<file path="src/rtl/demux16.sv">
// -----------------------------------------------------------------------------
// demux16 -- one-to-sixteen registered demultiplexer with valid/ready handshakes
//
// A single producer presents one word per transfer together with a 4-bit
// destination index. Each word is steered into a one-entry holding register
// for that destination channel. Each channel then drains independently to its
// own consumer.
//
// Parameters
//   width      data width of every channel in bits (default 32)
//
// Ports
//   clk        rising-edge clock
//   rst_n      asynchronous, active-low reset
//   in_valid   producer holds a word
//   in_ready   word is accepted this cycle when in_valid is also high
//   in_sel     destination channel index, 0-15
//   in_data    word to deliver
//   out_valid  bit k: channel k holds a word
//   out_ready  bit k: consumer k takes the word this cycle
//   out_data   channel k occupies bits [k*width +: width]
//   pending    number of channels currently holding a word, 0-16
//
// Build option
//   DEMUX16_PASSTHRU_EN  when defined, a full channel that is draining this
//                        cycle can accept a new word in the same cycle, so one
//                        channel sustains one word per cycle. This adds a
//                        combinational path from out_ready to in_ready. When
//                        undefined, a channel must be empty before it is
//                        refilled, and in_ready depends only on in_sel and the
//                        full flags.
// -----------------------------------------------------------------------------
module demux16 #(
  parameter int width = 32
) (
  input  logic                  clk,
  input  logic                  rst_n,
  input  logic                  in_valid,
  output logic                  in_ready,
  input  logic [3:0]            in_sel,
  input  logic [width-1:0]      in_data,
  output logic [15:0]           out_valid,
  input  logic [15:0]           out_ready,
  output logic [16*width-1:0]   out_data,
  output logic [4:0]            pending
);

  localparam int NCH = 16;

  // Counts the set bits of a 16-bit channel mask.
  function automatic logic [4:0] popcount16(input logic [NCH-1:0] v);
    logic [4:0] cnt;
    cnt = 5'd0;
    for (int i = 0; i < NCH; i++) begin
      cnt = cnt + {4'd0, v[i]};
    end
    return cnt;
  endfunction

  // Per-channel holding state.
  logic [NCH-1:0]   full_p0;
  logic [width-1:0] data_p0 [NCH];
  logic [4:0]       pending_p0;

  // Per-cycle control decode.
  logic             sel_full;
  logic             sel_drain;
  logic             accept;
  logic             fill_new;
  logic [NCH-1:0]   fill_oh;
  logic [NCH-1:0]   drain;
  logic [NCH-1:0]   empties;
  logic [NCH-1:0]   full_nxt;
  logic [4:0]       pending_nxt;

  always_comb begin
    sel_full  = full_p0[in_sel];
    sel_drain = out_ready[in_sel];

`ifdef DEMUX16_PASSTHRU_EN
    // A draining full channel frees its slot at this edge, so it can be
    // refilled in the same cycle.
    in_ready = !sel_full || sel_drain;
`else
    in_ready = !sel_full;
`endif

    accept = in_valid && in_ready;

    fill_oh = '0;
    for (int k = 0; k < NCH; k++) begin
      fill_oh[k] = accept && (in_sel == 4'(k));
    end

    drain = full_p0 & out_ready;

    // Only a write into a previously empty channel raises the count. A drain
    // lowers it unless the same channel is refilled at the same edge.
    fill_new = accept && !sel_full;
    empties  = drain & ~fill_oh;

    full_nxt    = (full_p0 & ~drain) | fill_oh;
    pending_nxt = pending_p0 + {4'd0, fill_new} - popcount16(empties);
  end

  // ---- register stage p0: channel flags, occupancy count, channel data ----
  always_ff @(posedge clk or negedge rst_n) begin
    if (!rst_n) begin
      full_p0    <= '0;
      pending_p0 <= 5'd0;
    end else begin
      full_p0    <= full_nxt;
      pending_p0 <= pending_nxt;
    end
  end

  // The data registers also clear on reset so that out_data reads zero out of
  // reset. Otherwise they only change when their channel is written.
  always_ff @(posedge clk or negedge rst_n) begin
    if (!rst_n) begin
      for (int k = 0; k < NCH; k++) begin
        data_p0[k] <= '0;
      end
    end else begin
      for (int k = 0; k < NCH; k++) begin
        if (fill_oh[k]) begin
          data_p0[k] <= in_data;
        end
      end
    end
  end

  always_comb begin
    out_valid = full_p0;
    pending   = pending_p0;
    for (int k = 0; k < NCH; k++) begin
      out_data[k*width +: width] = data_p0[k];
    end
  end

endmodule

</file>
<file path="config.mk">
export PLATFORM = sky130hd
export DESIGN_NAME = demux16
export DESIGN_NICKNAME = d
export VERILOG_FILES = /design/src/rtl/demux16.sv
export SDC_FILE = /design/constraint.sdc
export NUM_CORES = 1
export LEC_CHECK = 0
export ABC_AREA = 1
export BUFFER_PORTS_ARGS = -buffer_cell sky130_fd_sc_hd__buf_2
export CORE_UTILIZATION = 30
export CTS_CLUSTER_SIZE = 8
export DETAILED_ROUTE_END_ITERATION = 10
export SLEW_MARGIN = 20
export SYNTH_ARGS = -nofsm -noshare
export SYNTH_HDL_FRONTEND = slang
export SYNTH_SLANG_ARGS = --single-unit
</file>
<file path="constraint.sdc">
create_clock -name clk -period 8.5 [get_ports clk]
set_input_delay 0.425 -clock clk [delete_from_list [all_inputs] [get_ports clk]]
set_output_delay 0.425 -clock clk [all_outputs]
set_load 0.005 [all_outputs]
</file>
==> flow_summary.toml, run 1 <==
[clock_network]
cts_inserted_buffers = 77
clk_buf_depth = 3
ctsResizeCount = 0
cts_tree = "yes"
clock_sink_count = 533
worstSkewPairLatency_ns = 0.61
root_buffer_selected_by_cts = "clkbuf_16"
clock_tree.htree_level_count = 3
clkTransAtPathRegs_ns = 0.05

[global_routing]
global_route_wire_length_before_repair_um = 138000
grt_antenna_before_repair = 2
grt_use_total_pct = 23.5
grt.overflow.total = 0
first_global_vias = 20100
grt_start_max_net_pins = 169

[timing]
max_slew.worst_pin.slew_ns = 1.11
finalClockSkew_ns = 0.0316
period_utilization_pct = 48.3
rsz0062_at_grt = "no"
finalWorstPathRequiredPeriod_ns = 4.11
fin_tns_setup_ns = 0
setup_viol = 0
slew_headroom_pct = 25.7
timing.final.hold_violations = 0
final-max-slew-violation-count = 0
fmax_ghz = 0.243

[worst_hold_path]
min-delay-path-class = "in -> reg"

[detailed_routing]
route.met3.wl_um = 9140
route.top_layer_used = "met4"
routedLengthMet1_um = 38900
route.detailed.vias_per_inst = 5.18
drt_total_wl_um = 94200
routed-wl-met2_um = 42900
wire_per_inst_um = 23.4
drc_errors = 0
detailedRoute.firstPassIterationCount = 5
route.vias.total = 20800
detailedRoute.firstIterationViolations = 2133
route.antenna.remaining_nets = 0

[power_and_ir_drop]
combPwrFrac_pct = 23.0
p_int_mw = 5.53
share_seq_of_total_power_pct = 42.6
power_leakage_nw = 15.6
vdd.ir_drop.worst_mv = 0.148
pwr_density_cell_mw_per_mm2 = 284
reported_net_switching_power_mw = 2.60
p_sw_share_pct = 32.0
share_clk_of_total_power_pct = 34.5

[floorplanning]
ios = 589
die-area_mm2 = 0.0784
dieHeight_um = 280
initial_utilization_pct = 30.4
placement_rows = 101
floorplan.core_area_mm2 = 0.0762
die_w_um = 280

[synth]
yosys_register_bits = 533
yosysTopAreaCell = "dfrtp_1"
synth_cell_type_count = 23
netlist.area_leader.share_pct = 57.5
synth_area_leaders = "dfrtp_1 58%, nand2_1 18%, nand4_1 14%, clkbuf_1 2.3%, buf_6 2.1%"
average_cell_area_after_synthesis_um2 = 9.11
synth_cells = 2544
yosysWarningCount = 0
synth.yosys.seq_area_share_pct = 57.5
synthesis.nets = 2628
synth_area_mm2 = 0.0232

[setup_path]
startpoint_type = "primary input"
critical_path_class = "in -> reg"
endpoint_kind = "flip-flop"
worst-endpoint-required_ns = 9.03
critPathArrivalTime_ns = 4.63
critical_path.max_fanout = 2

[place]
placement.io_buffers = 588
dpl.hpwl_um = 56400
place.detailed.instances = 3914
routabilityCongestion = 0.872

[outcome]
status = "complete, no violations"

[job]
drv_cap = 0

[cells_and_area]
finish.net_count = 3061
area_overhead_vs_synth_pct = 23.6
stdcell_count = 4021
post_route_cells_drive_above_1_share_pct = 24.8
## state kept, by name (all words and copies together), names as in the netlist
name,cells
out_data,512
pending,5
out_valid,16
## routing by layer
metal  global-route usage [%]  vias up
li1                         -     9362
met1                     30.5    10300
met2                     37.0     1023
met3                     6.92      191
met4                     8.90        0
met5                        0        -
## critical path, cell delays in order
cell and delay (ns):
dlygate4sd3_1 0.53, buf_2 0.13, nand2_1 0.06, inv_1 0.05
fa_1 0.52, inv_1 0.04, ha_1 0.16, inv_1 0.07
fa_1 0.44, fa_1 0.46, fa_1 0.51, inv_1 0.04
ha_1 0.28, ha_1 0.21, fa_1 0.37, xnor2_1 0.19
xnor2_1 0.13
## repair_timing
action / 4_1_cts / 5_1_grt
hold buffers: 14 / 0
endpoints found under the setup margin: 0 / 0
hold endpoints to repair: 122 / 0
setup buffers: 0 / 0
## stage by stage
step / util (%) / worst slack, ns / instance area, um^2 / power, mW / hold slack [ns]
floorplan: - / 4.42 / 23200 / 4.32 / 0.129
global placement: 34.6 / 4.18 / 26400 / 5.31 / 0.447
detailed placement: 34.6 / 4.11 / 26400 / 5.36 / 0.453
CTS: 37.6 / 4.42 / 28600 / 8.19 / 0.00487
global route: 37.6 / 4.18 / 28600 / 8.58 / 0.0277
finish: 37.6 / 4.39 / 28600 / 8.13 / 0.0460
## cells in the final DEF (no fill, tap or decap), types with 3 or more instances in the layout
master            n
fa_1             14
inv_1            46
clkbuf_1          3
ha_1             15
nand2_1        1084
buf_2           586
clkbuf_16        77
diode_2           3
buf_12            6
nor2_4           15
buf_4            24
dfrtp_1         533
nand3_4          10
o21ai_0          16
dlygate4sd3_1    14
nand3_2           5
nand4_1         512
xnor2_1           6
## area by class of cell
class                           instances  area (um^2)
Antenna cell                            3         7.51
Timing Repair Buffer                  632         3400
Tap cell                             1030         1290
Multi-Input combinational cell       1686         8330
Sequential cell                       533        13300
Clock buffer                           81         1950
Inverter                               47          176
Fill cell                            7734        47600
Clock inverter                          9          151
## synthesized netlist by cell type, drive strengths merged
library cell / number
nand2: 1086
dfrtp: 533
nand4: 512
clkbuf: 145
buf: 133
inv: 47
nor2: 19
o21ai: 17
nand3: 16
ha: 15
fa: 14
xnor2: 6
nor3b: 1
## logic make-up (layout without fill, tap and decap cells)
group                      count (synthesis)  in the layout  share of synthesized area (%)
and+or+nand+nor                         1634           1634                           32.7
DFF                                      533            533                           57.5
buffers and inverters                    325            769                           7.12
adders and majority gates                 29             29                           2.02
AOI/OAI and AO/OA                         17             17                          0.367
xor gates and xnor gates                   6              6                          0.227
other                                      0              3                              0
## final timing paths
| check | cells after the start | endpoint | slack [ns] | from |
|---|---|---|---|---|
| setup / recovery | 17 | pending[4]$_DFF_PN0_ | 4.39 | out_ready[4] |
| hold / removal | 2 | out_valid[6]$_DFF_PN0_ | 0.05 | out_ready[6] |
| setup reg to reg | 15 | pending[4]$_DFF_PN0_ | 4.44 | out_valid[4]$_DFF_PN0_ |
| hold reg to reg | 2 | out_data[433]$_DFFE_PN0P_ | 0.46 | out_data[433]$_DFFE_PN0P_ |
| max in group asynchronous | 4 | out_data[155]$_DFFE_PN0P_ | 6.02 | rst_n |
| min in group asynchronous | 2 | out_data[41]$_DFFE_PN0P_ | 0.46 | rst_n |
## power groups by stage
stage          Clock (mW)  Sequential (mW)  Combinational, mW
2_1_floorplan           0             3.53              0.782
3_3_place_gp            0             3.47               1.85
3_5_place_dp            0             3.48               1.88
4_1_cts              2.86             3.46               1.88
5_1_grt              2.95             3.53               2.10
6_report             2.80             3.46               1.87
Power figures use the tool's default switching activity.
==> inputs of run 2 (changes only) <==
--- a/config.mk
+++ b/config.mk
@@ -5,7 +5,7 @@
 export SDC_FILE = /design/constraint.sdc
 export NUM_CORES = 1
 export LEC_CHECK = 0
-export ABC_AREA = 1
+export ABC_AREA = 0
 export BUFFER_PORTS_ARGS = -buffer_cell sky130_fd_sc_hd__buf_2
 export CORE_UTILIZATION = 30
 export CTS_CLUSTER_SIZE = 8
==> constraint.sdc (replaced) <==
create_clock -name clk -period 4.1 [get_ports clk]
set_input_delay 0.205 -clock clk [delete_from_list [all_inputs] [get_ports clk]]
set_output_delay 0.205 -clock clk [all_outputs]
set_load 0.005 [all_outputs]
==> flow_summary.toml, run 2 <==
[outcome]
status = "complete, no violations"

[timing]
rsz0062_at_grt = "yes"
finalWorstPathRequiredPeriod_ns = 4.05
worst_slack_ns = 0.0472
final-max-slew-violation-count = 0
finalClockSkew_ns = 0.0361
max_slew.worst_pin.slew_ns = 0.866
period_utilization_pct = 98.8
setup_viol = 0
fin_tns_setup_ns = 0
slew_headroom_pct = 42.3
fin_hold_ws_ns = 0.121
fmax_ghz = 0.247
timing.final.hold_violations = 0

[cells_and_area]
final_core_util_pct = 39.7
post_route_cells_drive_above_1_share_pct = 65.0
stdcell_count = 2862
final_cell_mix = "587 x buf_2, 530 x dfrtp_1, 373 x mux2_2"
post_route_cell_area_mm2 = 0.0278
finish.net_count = 1997
area_overhead_vs_synth_pct = 30.7
largest_register_ff_count = 512
leading_cell_type_in_the_layout_fill_and_taps_excluded = "buf_2"

[synth]
yosysTopAreaCell = "dfrtp_1"
synth_top_flop_cell = "dfrtp_1"
synth_area_mm2 = 0.0213
synthTopCellsByCount = "533 x dfrtp_1, 375 x mux2_2, 116 x mux2_4, 41 x buf_2, 34 x inv_1"
yosysMostFrequentCell = "dfrtp_1"
yosys.area_share.adder_pct = 2.20
synth-simple-area-share_pct = 1.73
synth_compound_area_share_pct = 0.546
synth_cell_type_count = 27
yosys_register_bits = 533
synth.yosys.seq_area_share_pct = 62.6
asyncSetResetFlopFracSynth_pct = 100
number_of_enable_flip_flop_cells_after_synthesis = 0
synth_xor_xnor_area_share_pct = 0.247
synth_top_family_by_area = "multiplexers"
average_cell_area_after_synthesis_um2 = 16.8
post_synth_mux_area_share_pct = 29.7
synth_cells = 1267
synth_area_leaders = "dfrtp_1 63%, mux2_2 20%, mux2_4 8.2%, fa_1 1.3%, mux2_1 1.2%"
yosysWarningCount = 0
synthesis.nets = 1351
netlist.area_leader.share_pct = 62.6

[clock_network]
clkTransAtPathRegs_ns = 0.05
clock_sink_count = 533
root_buffer_selected_by_cts = "clkbuf_16"
worstSkewPairLatency_ns = 0.62
cts_tree = "yes"
clock_tree.htree_level_count = 3
clk_buf_depth = 3
cts_inserted_buffers = 77

[setup_path]
critical_path_class = "reg -> reg"
critPathArrivalTime_ns = 4.55
timing.reg2reg.worst_path_depth = 14
critical_path.max_fanout = 2
max_stage_delay_ns = 0.52
timing.critical_path.slowest_stage_cell = "fa_1"
worst_path_most_repeated_cell = "fa_1"
worst-endpoint-required_ns = 4.60
endpoint_kind = "flip-flop"
startpoint_type = "flip-flop"
critical_path.cell_chain = "buf_4 > mux4_2 > mux2_4 > o22ai_2 > fa_2 > fa_1 > inv_1 > fa_1 > fa_1 > fa_1 > inv_1 > fa_2 > xnor2_2 > xnor2_1"

[job]
drv_cap = 0

[detailed_routing]
wire_per_inst_um = 22.9
detailedRoute.firstIterationViolations = 516
drc_errors = 0
detailedRoute.firstPassIterationCount = 4
route.antenna.remaining_nets = 0
drt_total_wl_um = 65500
route.detailed.vias_per_inst = 4.66
route.vias.total = 13300

[power_and_ir_drop]
pwr_density_cell_mw_per_mm2 = 605
power_leakage_nw = 13.9
vdd.ir_drop.worst_mv = 0.354
power.total_mw = 16.8

[worst_hold_path]
min-delay-path-class = "in -> reg"
hold_depth = 2

[global_routing]
first_global_vias = 14200
grt_start_max_net_pins = 100
grt_use_total_pct = 17.8
grt.overflow.total = 0
global_route_wire_length_before_repair_um = 95200
grt_antenna_before_repair = 6

[place]
pre_cts_slack_ns = -0.136
place.detailed.instances = 2755
place_area_mm2 = 0.0254
placement.io_buffers = 588
dpl.hpwl_um = 46000
routabilityCongestion = 0.788

[floorplanning]
dieHeight_um = 268
placement_rows = 97
floorplan.core_area_mm2 = 0.0701
die_w_um = 268
ios = 589
initial_utilization_pct = 30.4
die-area_mm2 = 0.0720
[run 2: cell types whose count changed in the layout (fill, tap and decap cells not counted), sizes merged, moves of 13 or more]
cell and delta:
inv -15, nand4 -512, nor2 -19, buf +21, nand2 -1073, mux2 +514, nand3 -16, o21ai -13
[run 2: cell type report]
cell class,count,area [um^2]
Antenna cell,1,2.50
Fill cell,6664,42300
Inverter,34,128
Clock inverter,8,184
Sequential cell,533,13300
Timing Repair Buffer,656,3580
Clock buffer,79,1960
Multi-Input combinational cell,611,7450
Tap cell,940,1180
[run 2: path summary, 6_finish.rpt]
| kind | from | end | slack, ns |
|---|---|---|---|
| setup / recovery | out_valid[4]$_DFF_PN0_ | pending[4]$_DFF_PN0_ | 0.05 |
| hold / removal | in_data[6] | out_data[6]$_DFFE_PN0P_ | 0.12 |
| setup reg to reg | out_valid[4]$_DFF_PN0_ | pending[4]$_DFF_PN0_ | 0.05 |
| hold reg to reg | out_data[438]$_DFFE_PN0P_ | out_data[438]$_DFFE_PN0P_ | 0.48 |
| max in group asynchronous | rst_n | out_data[370]$_DFFE_PN0P_ | 2.71 |
| min in group asynchronous | rst_n | out_data[440]$_DFFE_PN0P_ | 0.28 |
[run 2: metal layers]
metal | GRT usage [%] | up-vias | share of wire, % | wire, um
li1 | - | 5680 | - | -
met1 | 21.9 | 7003 | 40 | 26400
met2 | 29.5 | 532 | 49 | 31800
met3 | 5.89 | 104 | 8.6 | 5620
met4 | 5.82 | 6 | 2.5 | 1670
met5 | 0 | - | 0.069 | 45
[run 2: report_power, final]
part	internal, mW	switching, mW	total (mW)	leakage, nW
clock network	3.44	2.28	5.73	1.04
registers	6.54	0.651	7.20	6.56
logic	2.20	1.72	3.92	6.31
[run 2: worst max-delay path: cells and delay by family, from the launching register on]
family                     cells  cell delay [ns]
buffers and inverters          3             0.26
AOI/OAI and AO/OA              1             0.11
muxes                          2             0.75
adders and majority gates      6             2.16
xor gates and xnor gates       2             0.27
DFF                            1             0.38
[run 2: cells by family (layout without fill, tap and decap cells)]
kind of cell | count (synthesis) | count (layout)
buffers and inverters | 123 | 777
muxes | 519 | 519
DFF | 533 | 533
adders and majority gates | 29 | 29
and+or+nand+nor | 40 | 40
other | 0 | 1
AOI/OAI and AO/OA | 17 | 17
xor gates and xnor gates | 6 | 6
[run 2: timing repair]
item | in CTS | in global routing
gates resized for setup | 6 | 6
hold endpoints to repair | 107 | 0
pin swaps | 6 | 0
buffers inserted | 2 | 0
endpoints found under the setup margin | 1 | 1
hold buffers | 17 | 0
